===== src/rtl/pulse_stretcher.sv =====
// pulse_stretcher: expands single-cycle events into fixed-length highs separated by guaranteed low gaps.
module pulse_stretcher #(
   parameter int HOLD_CYCLES = 127,
   parameter int GAP_CYCLES  = 127,
   parameter int QUEUE_BITS  = 3
) (
   input  logic                  clk,
   input  logic                  reset,
   input  logic                  pulse_in,
   output logic                  level_out,
   output logic                  busy,
   output logic [QUEUE_BITS-1:0] pending,
   output logic                  overflow
);
   localparam int CW = $clog2((HOLD_CYCLES > GAP_CYCLES ? HOLD_CYCLES : GAP_CYCLES) + 1);
   localparam logic [CW-1:0] HOLD_LOAD = CW'(HOLD_CYCLES - 1);
   localparam logic [CW-1:0] GAP_LOAD  = CW'(GAP_CYCLES - 1);
   localparam logic [QUEUE_BITS-1:0] PEND_MAX = '1;

   typedef enum logic [1:0] {IDLE, HOLD, GAP} state_t;

   state_t        state;
   logic [CW-1:0] cnt;
   logic          last;

   assign last = cnt == '0;

   always_ff @(posedge clk) begin
      if (reset) begin
         state     <= IDLE;
         cnt       <= '0;
         level_out <= 1'b0;
         busy      <= 1'b0;
         pending   <= '0;
         overflow  <= 1'b0;
      end else begin
         overflow <= 1'b0;
         if (state == IDLE) begin
            if (pulse_in) begin
               state     <= HOLD;
               cnt       <= HOLD_LOAD;
               level_out <= 1'b1;
               busy      <= 1'b1;
            end
         end else if (state == GAP && last) begin
            // a new event on the final gap edge cancels against the replayed one
            if (pending != '0 || pulse_in) begin
               state     <= HOLD;
               cnt       <= HOLD_LOAD;
               level_out <= 1'b1;
               if (!pulse_in) pending <= pending - 1'b1;
            end else begin
               state <= IDLE;
               busy  <= 1'b0;
            end
         end else begin
            if (state == HOLD && last) begin
               state     <= GAP;
               cnt       <= GAP_LOAD;
               level_out <= 1'b0;
            end else begin
               cnt <= cnt - 1'b1;
            end
            if (pulse_in) begin
               if (pending == PEND_MAX) overflow <= 1'b1;
               else pending <= pending + 1'b1;
            end
         end
      end
   end
endmodule


===== config.mk =====
export PLATFORM = sky130hd
export DESIGN_NAME = pulse_stretcher
export DESIGN_NICKNAME = d
export VERILOG_FILES = /design/src/rtl/pulse_stretcher.sv
export SDC_FILE = /design/constraint.sdc
export NUM_CORES = 1
export LEC_CHECK = 0
export BUFFER_PORTS_ARGS = -buffer_cell sky130_fd_sc_hd__buf_2
export CAP_MARGIN = 20
export CELL_PAD_IN_SITES_DETAIL_PLACEMENT = 0
export CELL_PAD_IN_SITES_GLOBAL_PLACEMENT = 1
export CORE_MARGIN = 4
export CORE_UTILIZATION = 42
export DETAILED_ROUTE_END_ITERATION = 8
export GPL_ROUTABILITY_DRIVEN = 0
export PLACE_DENSITY_LB_ADDON = 0.1
export RECOVER_POWER = 25
export SLEW_MARGIN = 30
export SYNTH_ARGS = -nofsm -noshare
export SYNTH_HDL_FRONTEND = slang
export SYNTH_SLANG_ARGS = --single-unit

===== constraint.sdc =====
create_clock -name clk -period 2.8 [get_ports clk]
set_input_delay 0.28 -clock clk [delete_from_list [all_inputs] [get_ports clk]]
set_output_delay 0.28 -clock clk [all_outputs]
set_load 0.01 [all_outputs]

==> implementation parameters <==
Parameter                              Value

Status
  Run status    completed

Route
  Total via count after detailed routing    between 800 and 900
  Count of TritonRoute iterations in the first routing pass    4
  DRC violation total after the first TritonRoute iteration    13
  Final antenna-violating net count    0
  Total wire length    between 2000 and 2500 um
  Wire per inst    14.6 um
  DRC violation count after routing    0
  Per-cell via count in the routed design    around 6.0

Layout
  Antenna diode instance count    0
  Relative area change from synthesis to final layout    11.2%
  Footprint of the multi-input gates    ~570 um2
  Fraction of layout cells with a size suffix above 1    between 10% and 20%
  # fillers    215
  Area of all sequential standard cells    about 300 um2
  Post-layout utilization of the core    between 50% and 60%
  Post-layout nets    ~130

Worst hold path
  Hold path cells    2
  Path class of the lowest-slack min-delay path    input port to register

Setup path
  Library cell contributing the largest single delay on the critical path    or4b_4
  Data required time at the worst endpoint    2.99 ns
  Critical setup path kind    register to register
  Family of cells with the greatest summed delay on the critical path    simple AND/OR/NAND/NOR gates
  WP buf/inv    2
  R2r worst-path depth    11
  Worst path cell trace    inv_1 > ha_1 > or4b_4 > nor3_2 > nand2_1 > xnor2_1 > ha_1 > inv_1 > a31o_2 > a32oi_1 > mux2_1
  Logic depth of the worst setup path including buffers    11
  Crit. End Element    register
  Data arrival time of the critical path    roughly 2.8 ns
  Maximum net fanout on the critical path    5
  Kind of start point of the critical path    register
  Largest incremental delay on the critical path    about 0.49 ns

Timing
  Relative slew slack    60.3%
  Post-route setup TNS    0 ns
  Final-report hold violation count    0
  Setup skew after layout    0.00966 ns
  Fmax    387 MHz
  Final Max Slew Viols    0
  Transition time at the pin with the least slew margin    0.588 ns
  Final setup violation count    0
  Final critical delay including setup and external delays    between 2 and 3 ns
  Final worst path period share    between 90% and 100%
  RSZ-0062 raised after global routing    false

GRT
  Gr ovfl total    0
  Met1 Use GR    a little over a quarter
  Initial antenna violation count    0
  Largest net degree at the start of global routing    19
  First-pass GRT wire length    3810 um
  Vias in the first global route    around 830
  Busiest metal layer after global routing    met1
  Met3 demand-to-capacity share in global routing    under 10%
  GR Layer Usage met2    around 24%
  Overall routing resource usage    approximately 17%

Synth
  Synthesized-area fraction occupied by xor and xnor cells    0.954%
  Part of the Yosys area used for sequential elements    between 30 and 40%
  Most frequent cell after synthesis    dfxtp_1
  Adder-cell share of the synthesized area    between 2 and 3%
  Synth unique cells    44
  Cell accounting for the most synthesized area    dfxtp_1
  Gate count after technology mapping    110
  Primary flip-flop cell chosen by synthesis mapping    dfxtp_1
  Combinational family with the most area after synthesis    simple AND/OR/NAND/NOR gates
  Simple-gate portion of the synthesized area    just over 30%
  Mapped cell area    between 900 and 1000 um2
  Post-synthesis average cell area    roughly 8.3 um2
  Multiplexer fraction of the synthesized cell area    approximately 1.2%
  Flop and latch count out of synthesis    15
  Most instantiated cells after synthesis    15 x dfxtp_1, 12 x nor3_1, 8 x nand2_1
  Area contributors post-synth    dfxtp_1 33%, nor3_1 6.5%, nand2_1 3.3%
  Synth Area in Compound Gates    26.3%
  Warnings from Yosys    0
  FFs w/ async S/R, synth    0%
  Share of the synthesized area in the top cell type    approximately a third
  Synthesized netlist net count    115
  Number of enable flip-flop cells after synthesis    0

Clocking
  Clock Pin Slew Worst Setup and Hold Paths    approximately 0.10 ns
  Cells resized by post-CTS repair    0
  Count of H-tree levels built during CTS    1
  Root buf cell    clkbuf_4
  TritonCTS clock tree    done
  TritonCTS Buffers    3
  Clock sinks    15
  Post-CTS Setup Bufs    0
  Post-CTS Hold Fix Bufs    0
  Source-to-sink clock delay at the later pin of the worst-skew pair    0.29 ns
  Buffers from clock root to sink, at most    2

Floorplanning
  Starting utilization of the core area    around 45%
  Horizontal extent of the die    54.8 um
  Top-level port count    9
  Total Die Area    3000 um2
  Area of the placeable core    just over 2000 um2
  Floorplan row count    16
  Die Span Y    ~55 um

Power
  Total power divided by cell area    between 500 and 600 nW/um2
  IR drop worst, VDD    between 0.3 and 0.4 mV
  Pleak    0.378 nW

Job
  Max cap viols    0

Placed design
  PortBufs    8
  Final HPWL from detailed placement    1500 um
## layout make-up
type | count | area share (%)
Clock buffer | 3 | 2.21
Clock inverter | 1 | 0.490
Tap cell | 27 | 3.31
Inverter | 5 | 1.84
Multi-Input combinational cell | 83 | 55.8
Timing Repair Buffer | 13 | 6.99
Sequential cell | 15 | 29.4
## per-stage QoR
stage	setup WS [ns]	std cells	total power, W	instance area [um2]	hold slack [ns]
6_report	0.215	147	0.000562	1020	0.368
5_1_grt	0.00477	147	0.000602	1020	0.406
4_1_cts	0.134	147	0.000565	1020	0.351
3_5_place_dp	0.171	143	0.000437	995	0.491
3_3_place_gp	0.194	143	0.000437	995	0.478
2_1_floorplan	0.242	110	0.000394	918	0.352
## worst paths after layout
kind | endpoint | start | slack, ns
max | pending[2] | cnt[0] | 0.22
min | pending[1] | reset | 0.37
max reg2reg | pending[2] | cnt[0] | 0.22
min reg2reg | level_out | level_out | 0.50
## cells in the final DEF (no fill, tap or decap), types with 2 or more instances in the layout
cell type,Yosys,routed
inv_1,5,5
a21oi_1,4,4
a311oi_1,2,2
a31oi_1,3,3
clkbuf_4,0,3
buf_2,1,3
nor3b_1,2,2
o21ai_0,2,2
nor4_1,3,3
buf_4,0,5
nor2_1,5,5
clkbuf_1,5,5
nand4_1,4,4
nand2_1,8,8
a22oi_1,3,3
or2_2,3,3
nor3_1,12,11
nand3_1,3,3
and2_1,2,2
nor2b_1,2,2
ha_1,2,2
dfxtp_1,15,15
## routing by layer
layer | share of wire, % | wire length, um
met5 | 0 | 0
met4 | 0.47 | 10
met3 | 5.6 | 119
met2 | 41 | 869
met1 | 53 | 1140
## flip-flops by register name (all words and copies together), names as in the netlist
| name | count |
|---|---|
| cnt | 7 |
| overflow | 1 |
| state | 2 |
| pending | 3 |
| level_out | 1 |
| busy | 1 |
## cell families after synthesis
family,count (synthesis)
AO/OA/AOI/OAI,30
XOR/XNOR,1
adder cells (fa/ha/maj),2
buffers and inverters,12
flip-flops,15
multiplexers,1
AND/OR/NAND/NOR,49
## power by group
group          internal, W  leakage, nW  total (W)  switching, W
Combinational    0.0000705        0.236   0.000173      0.000102
Clock            0.0000531       0.0177   0.000127     0.0000734
Sequential        0.000236        0.124   0.000263     0.0000267
(Power assumes the default switching activity.)
